$ cat src/rtl/lc3_datapath_param.sv
// LC-3 style datapath: PC/IR/MAR/MDR, 8-entry register file, ALU, address adder,
// NZP/BEN, with a priority-muxed internal bus and a sticky multi-driver flag.
module lc3_datapath_param #(
  parameter int              WIDTH    = 16,
  parameter longint unsigned RESET_PC = 64'h0
) (
  input  logic             Clk,
  input  logic             Reset,
  input  logic             LD_MAR,
  input  logic             LD_MDR,
  input  logic             LD_IR,
  input  logic             LD_BEN,
  input  logic             LD_CC,
  input  logic             LD_REG,
  input  logic             LD_PC,
  input  logic             GatePC,
  input  logic             GateMDR,
  input  logic             GateALU,
  input  logic             GateMARMUX,
  input  logic [1:0]       PCMUX,
  input  logic             DRMUX,
  input  logic             SR1MUX,
  input  logic             SR2MUX,
  input  logic             ADDR1MUX,
  input  logic [1:0]       ADDR2MUX,
  input  logic             MARMUX,
  input  logic [1:0]       ALUK,
  input  logic             MIO_EN,
  input  logic [WIDTH-1:0] Data_from_mem,
  output logic [WIDTH-1:0] ADDR,
  output logic [WIDTH-1:0] Data_to_mem,
  output logic [WIDTH-1:0] IR_val,
  output logic [WIDTH-1:0] PC_val,
  output logic [WIDTH-1:0] Bus_val,
  output logic [2:0]       NZP,
  output logic             BEN,
  output logic             bus_err
);

  if (WIDTH < 16) begin : g_width_check
    $error("lc3_datapath_param: WIDTH must be at least 16");
  end

  localparam logic [WIDTH-1:0] PC_INIT = WIDTH'(RESET_PC);

  // Sign extension from the field MSB to the full datapath width
  function automatic logic signed [WIDTH-1:0] sext5(input logic signed [4:0] f);
    return WIDTH'(f);
  endfunction

  function automatic logic signed [WIDTH-1:0] sext6(input logic signed [5:0] f);
    return WIDTH'(f);
  endfunction

  function automatic logic signed [WIDTH-1:0] sext9(input logic signed [8:0] f);
    return WIDTH'(f);
  endfunction

  function automatic logic signed [WIDTH-1:0] sext11(input logic signed [10:0] f);
    return WIDTH'(f);
  endfunction

  logic [WIDTH-1:0] pc_q;
  logic [WIDTH-1:0] ir_q;
  logic [WIDTH-1:0] mar_q;
  logic [WIDTH-1:0] mdr_q;
  logic [2:0]       nzp_q;
  logic             ben_q;
  logic             bus_err_q;
  logic [WIDTH-1:0] rf_q [8];

  logic [15:0]      ir;
  logic [2:0]       dr_sel;
  logic [2:0]       sr1_sel;
  logic [2:0]       sr2_sel;
  logic [WIDTH-1:0] sr1_val;
  logic [WIDTH-1:0] sr2_val;
  logic [WIDTH-1:0] alu_b;
  logic [WIDTH-1:0] alu_out;
  logic [WIDTH-1:0] addr1;
  logic [WIDTH-1:0] addr2;
  logic [WIDTH-1:0] addr_sum;
  logic [WIDTH-1:0] marmux_out;
  logic [WIDTH-1:0] bus;
  logic [WIDTH-1:0] pc_next;
  logic [WIDTH-1:0] mdr_next;
  logic [2:0]       cc_next;
  logic             ben_next;
  logic             bus_zero;
  logic             multi_gate;

  // Instruction fields always come from the low 16 bits of IR
  assign ir      = ir_q[15:0];
  assign dr_sel  = DRMUX  ? 3'd7      : ir[11:9];
  assign sr1_sel = SR1MUX ? ir[11:9]  : ir[8:6];
  assign sr2_sel = ir[2:0];

  // Reads see the pre-edge contents, so a same-cycle write returns the old value
  assign sr1_val = rf_q[sr1_sel];
  assign sr2_val = rf_q[sr2_sel];

  always_comb begin
    alu_b   = SR2MUX ? sext5(ir[4:0]) : sr2_val;
    alu_out = sr1_val;
    unique case (ALUK)
      2'b00:   alu_out = sr1_val + alu_b;
      2'b01:   alu_out = sr1_val & alu_b;
      2'b10:   alu_out = ~sr1_val;
      default: alu_out = sr1_val;
    endcase
  end

  always_comb begin
    addr1 = ADDR1MUX ? sr1_val : pc_q;
    addr2 = '0;
    unique case (ADDR2MUX)
      2'b00:   addr2 = '0;
      2'b01:   addr2 = sext6(ir[5:0]);
      2'b10:   addr2 = sext9(ir[8:0]);
      default: addr2 = sext11(ir[10:0]);
    endcase
    addr_sum   = addr1 + addr2;
    marmux_out = MARMUX ? WIDTH'(ir[7:0]) : addr_sum;
  end

  // Bus source priority replaces the tri-state gates of the original design
  always_comb begin
    bus = '0;
    if (GatePC)
      bus = pc_q;
    else if (GateMDR)
      bus = mdr_q;
    else if (GateALU)
      bus = alu_out;
    else if (GateMARMUX)
      bus = marmux_out;
  end

  assign multi_gate = (GatePC  & GateMDR) | (GatePC  & GateALU) | (GatePC  & GateMARMUX) |
                      (GateMDR & GateALU) | (GateMDR & GateMARMUX) | (GateALU & GateMARMUX);

  always_comb begin
    pc_next = pc_q;
    unique case (PCMUX)
      2'b00:   pc_next = pc_q + WIDTH'(1);
      2'b01:   pc_next = bus;
      2'b10:   pc_next = addr_sum;
      default: pc_next = pc_q;
    endcase
  end

  assign mdr_next = MIO_EN ? Data_from_mem : bus;
  assign bus_zero = (bus == '0);
  assign cc_next  = {bus[WIDTH-1], bus_zero, ~bus[WIDTH-1] & ~bus_zero};
  // Built from pre-edge IR/NZP so concurrent LD_IR/LD_CC cannot leak in
  assign ben_next = (ir[11] & nzp_q[2]) | (ir[10] & nzp_q[1]) | (ir[9] & nzp_q[0]);

  always_ff @(posedge Clk or posedge Reset) begin
    if (Reset) begin
      pc_q      <= PC_INIT;
      ir_q      <= '0;
      mar_q     <= '0;
      mdr_q     <= '0;
      nzp_q     <= 3'b010;
      ben_q     <= 1'b0;
      bus_err_q <= 1'b0;
      for (int i = 0; i < 8; i++) rf_q[i] <= '0;
    end else begin
      if (LD_PC)      pc_q      <= pc_next;
      if (LD_IR)      ir_q      <= bus;
      if (LD_MAR)     mar_q     <= bus;
      if (LD_MDR)     mdr_q     <= mdr_next;
      if (LD_CC)      nzp_q     <= cc_next;
      if (LD_BEN)     ben_q     <= ben_next;
      if (multi_gate) bus_err_q <= 1'b1;
      if (LD_REG)     rf_q[dr_sel] <= bus;
    end
  end

  assign ADDR        = mar_q;
  assign Data_to_mem = mdr_q;
  assign IR_val      = ir_q;
  assign PC_val      = pc_q;
  assign Bus_val     = bus;
  assign NZP         = nzp_q;
  assign BEN         = ben_q;
  assign bus_err     = bus_err_q;

endmodule

$ cat config.mk
export PLATFORM = sky130hd
export DESIGN_NAME = lc3_datapath_param
export DESIGN_NICKNAME = d
export VERILOG_FILES = /design/src/rtl/lc3_datapath_param.sv
export SDC_FILE = /design/constraint.sdc
export NUM_CORES = 1
export LEC_CHECK = 0
export CAP_MARGIN = 15
export CORE_UTILIZATION = 31
export DETAILED_ROUTE_END_ITERATION = 16
export PLACE_DENSITY_LB_ADDON = 0.1
export SLEW_MARGIN = 20
export SYNTH_ARGS = -nofsm -noshare
export SYNTH_HDL_FRONTEND = slang
export SYNTH_SLANG_ARGS = --single-unit
$ cat constraint.sdc
create_clock -name Clk -period 11.15 [get_ports Clk]
set_input_delay 3.345 -clock Clk [delete_from_list [all_inputs] [get_ports Clk]]
set_output_delay 3.345 -clock Clk [all_outputs]
set_load 0.02 [all_outputs]
# --- Word-level counts from Yosys, hierarchy flattened ---
# Cells that the tools add are included.
classes:
  addsub: 3
  magnitude_cmp: 4
  eq_ne: 6
  mux: 22
  n_bitwise: 24
  reduce_logical: 7
ops:
  columns: ["cell", "count"]
  rows:
  - ["16-bit 2-to-1 mux", 13]
  - ["16-bit case mux with 3 select lines", 3]
  - ["128-bit bitwise mux", 1]
  - ["16-bit binary-select mux with 3-bit select", 2]
  - ["16-bit demux with 3-bit select", 1]
  - ["16-bit adder", 2]
  - ["16-bit by 1-bit adder with 16-bit output, second input constant", 1]
  - ["16-bit bitwise AND", 1]
  - ["16-bit zero test", 1]
  - ["16-bit inverter", 1]
  - ["4-bit greater-or-equal comparator, second input constant", 3]
  - ["3-bit inverter with 4-bit output", 3]
  - ["1-bit bitwise AND", 10]
  - ["1-bit bitwise OR", 7]
  - ["2-bit by 1-bit equality test with 1-bit output, second input constant", 3]
  - ["2-bit equality test, second input constant", 3]
  - ["2-bit zero test", 3]
  - ["3-bit 2-to-1 mux", 2]
  - ["4-bit by 1-bit < comparator with 1-bit output, second input constant", 1]
  - ["3-bit nonzero test", 1]
  - ["1-bit inverter", 2]
  - ["2-bit AND reduction", 1]
  - ["1-bit logical AND", 1]
word_totals:
  regBits: 197
  input_bits: 41
  output_inout_bits: 85

# --- Longest topological paths before layout ---
# Gate-level depths: netlist of the first run.
depth:
  ltp_word: 15
  mapped_depth: 24

# --- Worst setup path before layout of the first run ---
# OpenSTA, ideal clock, no wires.
synth_timing:
  kind: "input port to output port"
  from: "input port SR1MUX"
  to: "output port Bus_val[12]"
  t_arrival_ps: 7518
  required_time_ps: 7805
  path_slack_ps: 287
  stages: 23
  path_buffers: 5
  path_cell_list: "buf_6 -> mux2i_4 -> buf_6 -> buf_6 -> buf_4 -> mux2i_1 -> o22ai_1 -> a21o_1 -> mux2_2 -> ha_1 -> inv_1 -> fa_1 -> nor2b_1 -> o21ai_0 -> nand4_1 -> a311oi_1 -> o21bai_1 -> xor2_1 -> a221oi_1 -> a21oi_1 -> a211oi_1 -> clkbuf_1 -> inv_1"
synth_between:
  elab_chain_len: 12
  word_cells_on_any_way: 16
  cone_classes: "add/sub: 2; mux: 11; bitwise: 3"
synth_lines:
  columns: ["element", "line_no", "source"]
  rows:
  - ["from (decl)", "22", "input logic SR1MUX,"]
  - ["3-bit 2-to-1 mux *", "95", "assign sr1_sel = SR1MUX ? ir[11:9] : ir[8:6];"]
  - ["3-bit inverter with 4-bit output (not written as such) *", "99", "assign sr1_val = rf_q[sr1_sel];"]
  - ["16-bit binary-select mux with 3-bit select *", "99", null]
  - ["16-bit 2-to-1 mux (not written as such) * (2 in series)", "99", null]
  - ["16-bit 2-to-1 mux", "114", "addr1 = ADDR1MUX ? sr1_val : pc_q;"]
  - ["16-bit adder", "122", "addr_sum = addr1 + addr2;"]
  - ["16-bit 2-to-1 mux", "123", "marmux_out = MARMUX ? WIDTH'(ir[7:0]) : addr_sum;"]
  - ["16-bit 2-to-1 mux", "135", "else if (GateMARMUX)"]
  - ["16-bit 2-to-1 mux *", "133", "else if (GateALU)"]
  - ["16-bit 2-to-1 mux *", "131", "else if (GateMDR)"]
  - ["16-bit 2-to-1 mux *", "129", "if (GatePC)"]
  - ["to (decl)", "34", "output logic [WIDTH-1:0] Bus_val,"]
# Every way passes the cells marked *; elsewhere a longest branch is shown, timed or not. The select of a mux whose other input is x is not followed.

# --- Worst setup path in the final report of the first run ---
layout_timing:
  from: "input port SR1MUX"
  to: "output port Bus_val[11]"
# Same word-level chain as after synthesis.

==> impl_metrics.tcl, run 1 <==
set metrics [dict create \
    dieArea_um2 43600 \
    cp_data_arrival_time_ns 7.65 \
    grt.overflow.total 0 \
    grt_max_degree 74 \
    hold_buffers 0 \
    finalCritPeriodShare_pct 98.6 \
    critPathBufInv 8 \
    cp-start-kind "primary input" \
    critPathKind "primary input to output port" \
    crit_path_top_delay_cell "o41a_1" \
    ir_worst_vdd_mv 0.105 \
    pin_count 126 \
    worst_setup_path_end_kind "output port" \
    cts_tree "done" \
    grt_pass1_wl_mm 81.7 \
    ant_nets 0 \
    antenna_found_initial 2 \
    avgViaCountPerCell 5.58 \
    cpMostUsedCell "buf_4" \
    path_delay_family "compound AO/OA/AOI/OAI gates" \
    antenna-diode-count 0 \
    wl_mm 54.6 \
    async_reset_ff_share_pct 100 \
    die_h_um 209 \
    p_per_area_nw_per_um2 318 \
    worst_pin_slew_ns 0.969 \
    synth-edff-count 0 \
    routabilityCongestion 0.977 \
    cts_made_buffers 17 \
    ys_seq_area_share_pct 37.2 \
    core-area_um2 42000 \
    track_usage_pct 25.3 \
    fin_util_pct 40.9 \
    outcome "finished clean" \
    numClockSinks 197 \
    fin_nets 1758 \
    hpwl_mm 41.3 \
    cts_max_level 4 \
    drt_iter0_markers 865 \
    syn_nets 1496 \
    cp_cell_sequence "clkbuf_2 -> bufbuf_16 -> and3_1 -> or2_0 -> buf_4 -> a221o_1 -> o21ai_4 -> buf_4 -> inv_1 -> ha_1 -> a21o_1 -> nor2_1 -> a22o_1 -> o41a_1 -> o21ai_4 -> buf_4 -> a21oi_1 -> o2111ai_1 -> and3_1 -> inv_2 -> dlygate4sd2_1" \
    clock_path_buffers 2 \
    clk_latency_ns 0.47 \
    fill_cells 4206 \
    avgSynthCellArea_um2 9.35 \
    skew_ns 0.0115 \
    grt_pass1_vias 12300 \
    fp-row-count 75 \
    tns_ns 0 \
    hold_class "register to register" \
    routed-via-count 12500 \
    clk_pin_slew_ns 0.07 \
    crit_fanout 5 \
    fmaxAchievable_mhz 91.0 \
    ys.flop_type "dfrtp_1" \
    synth-seq-cells 197 \
    rsz0062_at_grt "false" \
    ys.warnings.count 0 \
    drv_slew 0 \
    post-route-drc-count 0 \
    drive_gt1_share_pct 25.9 \
    fp.dieW_um 209 \
    finalHoldViolations 0 \
    yosysUniqueCellTypes 92 \
    port_buffers 125 \
    slew_headroom_pct 35.4 \
    design_power_total_mw 5.48 \
    fin_crit_ns 10.99 \
    netlist_area_um2 13300 \
    area_growth_pct 29.7 \
    postSynthCellCount 1420 \
    root_buffer "clkbuf_16" \
    crit_required_ns 7.81 \
    leakage_nw 7.36 \
    wl_per_cell_um 24.4 \
    max-cap-violations 0 \
    setup_viol 0 \
    initial_core_util_pct 31.6 \
    dr.pass1.iters 5 \
    cp_slowest_stage_delay_ns 0.50 \
]
path summary, 6_finish.rpt:
kind                                 from          end  slack [ns]  depth (start not counted)
min in group asynchronous           Reset      ADDR[2]        3.33                          2
max in group asynchronous           Reset   PC_val[14]        6.42                          3
worst min-delay path              bus_err      bus_err        0.49                          1
worst min register to register    bus_err      bus_err        0.49                          1
worst max register to register  IR_val[9]       NZP[0]        5.32                         24
worst max-delay path               SR1MUX  Bus_val[11]        0.16                         21
final cells by class:
| cell class | count | area [um^2] | area share, % |
|---|---|---|---|
| Multi-Input combinational cell | 1065 | 7860 | 45.6 |
| Sequential cell | 197 | 4930 | 28.7 |
| Timing Repair Buffer | 348 | 2980 | 17.3 |
| Tap cell | 539 | 674 | 3.92 |
| Clock buffer | 20 | 447 | 2.59 |
| Inverter | 53 | 206 | 1.20 |
| Clock inverter | 11 | 116 | 0.676 |
flip-flops by register name, summed over array words and instances, names as in the netlist:
name / cells
IR_val: 16
bus_err: 1
BEN: 1
NZP: 3
Data_to_mem: 16
rf_q: 128
ADDR: 16
PC_val: 16
metal layers:
metal  vias to the layer above  wire (um)  part of all wire, %  global-route usage, %
li1                       5744          -                    -                      -
met1                      6259      24400                   45                   33.2
met2                       375      26300                   48                   42.8
met3                        75       2130                  3.9                   3.01
met4                         0       1660                  3.0                   9.41
met5                         -          0                    0                      0
power by group:
part           total (mW)  switching [mW]  internal [mW]  leakage (nW)
Sequential           1.34           0.335           1.01          2.35
Combinational        3.50            1.81           1.70          4.74
Clock               0.634           0.315          0.319         0.271
Total                5.48            2.46           3.02          7.36
timing repair:
action / 4_1_cts / 5_1_grt
resized for setup: 41 / 12
gates cloned: 1 / 0
endpoints found under the hold margin: 0 / 0
endpoints found under the setup margin: 13 / 12
pin swaps: 9 / 2
setup buffers: 12 / 1
placed cells by master, fill, tap and decap left out, types with 7 or more instances in the layout:
cell	n
a211oi_1	12
a21o_1	15
a21oi_1	148
a221oi_1	13
a31oi_1	17
and3_1	9
buf_4	215
clkbuf_16	17
clkdlybuf4s50_1	112
dfrtp_1	195
dlygate4sd2_1	7
ha_1	33
inv_1	47
mux2_2	80
mux2i_1	41
mux4_2	46
nand2_1	128
nand2b_1	14
nand3_1	17
nand4_1	7
nor2_1	144
nor2b_1	16
nor3_1	15
o211ai_1	8
o21a_1	11
o21ai_0	105
o221ai_1	7
o22ai_1	10
xnor2_1	16
xor2_1	9
Yosys cell counts, types with 16 or more instances:
cell type | count | area [um^2]
mux2_2 | 80 | 901
xnor2_1 | 16 | 140
dfrtp_1 | 196 | 4900
inv_1 | 48 | 180
nor3_1 | 16 | 80.1
o21ai_0 | 110 | 551
mux4_2 | 46 | 1040
a31oi_1 | 18 | 113
a221oi_1 | 16 | 140
nor2b_1 | 17 | 106
mux2i_1 | 41 | 410
nand3_1 | 18 | 90.1
ha_1 | 33 | 413
clkbuf_1 | 73 | 274
nand2_1 | 128 | 480
nor2_1 | 145 | 544
a21oi_1 | 152 | 761
per-stage QoR:
stage	cell area, um^2	setup WS, ns	instances	hold WS (ns)
2_1_floorplan	13300	0.287	1420	0.458
3_3_place_gp	16400	-0.601	2188	0.470
3_5_place_dp	16400	-0.693	2188	0.473
4_1_cts	17200	0.00524	2232	0.494
5_1_grt	17200	0.0336	2233	0.504
6_report	17200	0.155	2233	0.486
cell families (layout without fill, tap and decap cells):
| kind of cell | Yosys count | after routing | share of synthesized area [%] |
|---|---|---|---|
| multiplexers | 171 | 171 | 18.1 |
| XOR/XNOR | 25 | 25 | 1.65 |
| AO/OA/AOI/OAI | 445 | 445 | 21.4 |
| AND/OR/NAND/NOR | 388 | 388 | 13.2 |
| buffers and inverters | 158 | 432 | 5.02 |
| adder cells (fa/ha/maj) | 36 | 36 | 3.49 |
| flip-flops | 197 | 197 | 37.2 |
No activity file was read; power rests on OpenSTA's default activity.
==> run 2, diff against run 1 <==
Settings changed: CORE_ASPECT_RATIO set to 0.9, CORE_UTILIZATION 31 to 50.
==> run 2 against run 1 <==
  * Critical path depth stayed put
  * Clock power rose by 3%
  * Utilization rose by 24 points
  * Combinational power down 5%
  * Sequential power about the same
  * Critical endpoint is now Bus_val[15]
  * Sequential share of layout area up 0.70 points
==> impl_metrics.tcl, run 2 (synthesis results as in run 1) <==
set metrics [dict create \
    drt_iter0_markers 1292 \
    clk_latency_ns 0.46 \
    initial_core_util_pct 50.9 \
    post-route-drc-count 0 \
    worst_pin_slew_ns 1.07 \
    grt_pass1_vias 12000 \
    dp.cells 1967 \
    fp-row-count 56 \
    fin_util_pct 64.5 \
    fill_cells 2233 \
    finalCritPeriodShare_pct 98.4 \
    detailed_place.area_um2 15900 \
    rsz0062_at_grt "true" \
    cts_max_level 4 \
    port_buffers 125 \
    skew_ns 0.0186 \
    fin_area_um2 16800 \
    p_per_area_nw_per_um2 316 \
    fin_nets 1729 \
    slew_headroom_pct 29.0 \
    outcome "finished clean" \
    worst_setup_path_end_kind "output port" \
    top_register "rf_q" \
    tns_ns 0 \
    antenna-diode-count 0 \
    crit_required_ns 7.81 \
    final_cells 2014 \
    root_buffer "clkbuf_16" \
    cp-start-kind "primary input" \
    crit_fanout 9 \
    max-cap-violations 0 \
    grt.overflow.total 0 \
    fmaxAchievable_mhz 91.2 \
    cts_made_buffers 17 \
    track_usage_pct 34.5 \
    wl_per_cell_um 23.1 \
    leakage_nw 7.24 \
    hold_buffers 0 \
    hpwl_mm 34.0 \
    setup_viol 0 \
    layout_common_cells "195 x dfrtp_1, 191 x buf_4, 146 x a21oi_1" \
    final_common_cell "dfrtp_1" \
    numClockSinks 197 \
    ir_worst_vdd_mv 0.158 \
    grt_pass1_wl_mm 70.6 \
    dr.pass1.iters 6 \
    grt_max_degree 115 \
    fp.dieW_um 174 \
    routed-via-count 12700 \
    core-area_um2 26100 \
    area_growth_pct 26.6 \
    ant_nets 0 \
    cp_data_arrival_time_ns 7.62 \
    drive_gt1_share_pct 25.2 \
    avgViaCountPerCell 6.31 \
    fin_crit_ns 10.97 \
    clk_pin_slew_ns 0.08 \
    clock_path_buffers 2 \
    critPathKind "primary input to output port" \
    largest_reg_flops 128 \
    cts_tree "done" \
    drv_slew 0 \
    dieArea_um2 27200 \
    antenna_found_initial 0 \
    pin_count 126 \
    die_h_um 157 \
    routabilityCongestion 1.02 \
    finalHoldViolations 0 \
    wl_mm 46.5 \
    hold_class "register to register" \
]
==> run 2: changes by cell type in the layout (fill, tap and decap cells not counted), sizes merged, moves of 2 or more <==
cell	delta
buf	-28
dlygate4sd2	-4
clkinv	+2
inv	+4
==> run 2: repair_timing <==
action	CTS	global route
hold endpoints to repair	0	0
setup buffers	11	4
endpoints found under the setup margin	13	12
resized for setup	27	35
pin swaps	8	11
cloned	0	0
==> run 2: final timing paths <==
check | start | end | slack, ns | cells after the start
worst max-delay path | SR1MUX | Bus_val[15] | 0.18 | 21
worst min-delay path | bus_err | bus_err | 0.49 | 1
worst max register to register | IR_val[9] | NZP[0] | 5.36 | 27
worst min register to register | bus_err | bus_err | 0.49 | 1
max in group asynchronous | Reset | IR_val[0] | 6.43 | 3
min in group asynchronous | Reset | rf_q[27] | 3.43 | 2
==> run 2: final cells by class <==
cell class,count,area (um^2),share of cell area [%]
Clock buffer,17,425,2.53
Sequential cell,197,4930,29.4
Inverter,53,206,1.23
Tap cell,348,435,2.59
Timing Repair Buffer,319,2730,16.2
Multi-Input combinational cell,1065,7880,46.9
Clock inverter,15,190,1.13
==> run 2: through the flow <==
stage	total power [mW]	hold WS [ns]	worst slack, ns
6_report	5.31	0.490	0.184
5_1_grt	5.63	0.508	-0.0410
4_1_cts	5.18	0.494	0.0585
3_5_place_dp	4.47	0.474	-0.645
3_3_place_gp	4.41	0.459	-0.541
2_1_floorplan	3.13	0.458	0.287
==> run 2: metal layers <==
metal  vias up  global-route usage [%]  wire [um]  share of wire (%)
li1       5689                       -          -                  -
met1      6278                    48.8      20200                 43
met2       641                    53.0      20800                 45
met3        99                    7.60       4360                9.4
met4         0                    10.4       1220                2.6
met5         -                       0          0                  0
==> run 2: critical path, cell delays in order <==
cell	delay [ns]
dlygate4sd2_1	0.24
buf_12	0.14
buf_4	0.16
mux2_2	0.35
buf_4	0.17
buf_4	0.19
a221o_1	0.27
o21ai_1	0.12
buf_4	0.15
inv_1	0.07
ha_4	0.29
a21o_1	0.15
nor2_1	0.05
a22o_1	0.28
o41a_1	0.50
o21ai_4	0.19
buf_4	0.16
a21oi_1	0.10
a221oi_2	0.29
a21oi_2	0.10
clkdlybuf4s15_1	0.31
==> run 2: power breakdown <==
part / switching (mW) / internal (mW) / leakage [nW] / total (mW)
Clock: 0.343 / 0.310 / 0.295 / 0.653
Combinational: 1.70 / 1.62 / 4.59 / 3.33
Sequential: 0.319 / 1.01 / 2.35 / 1.33
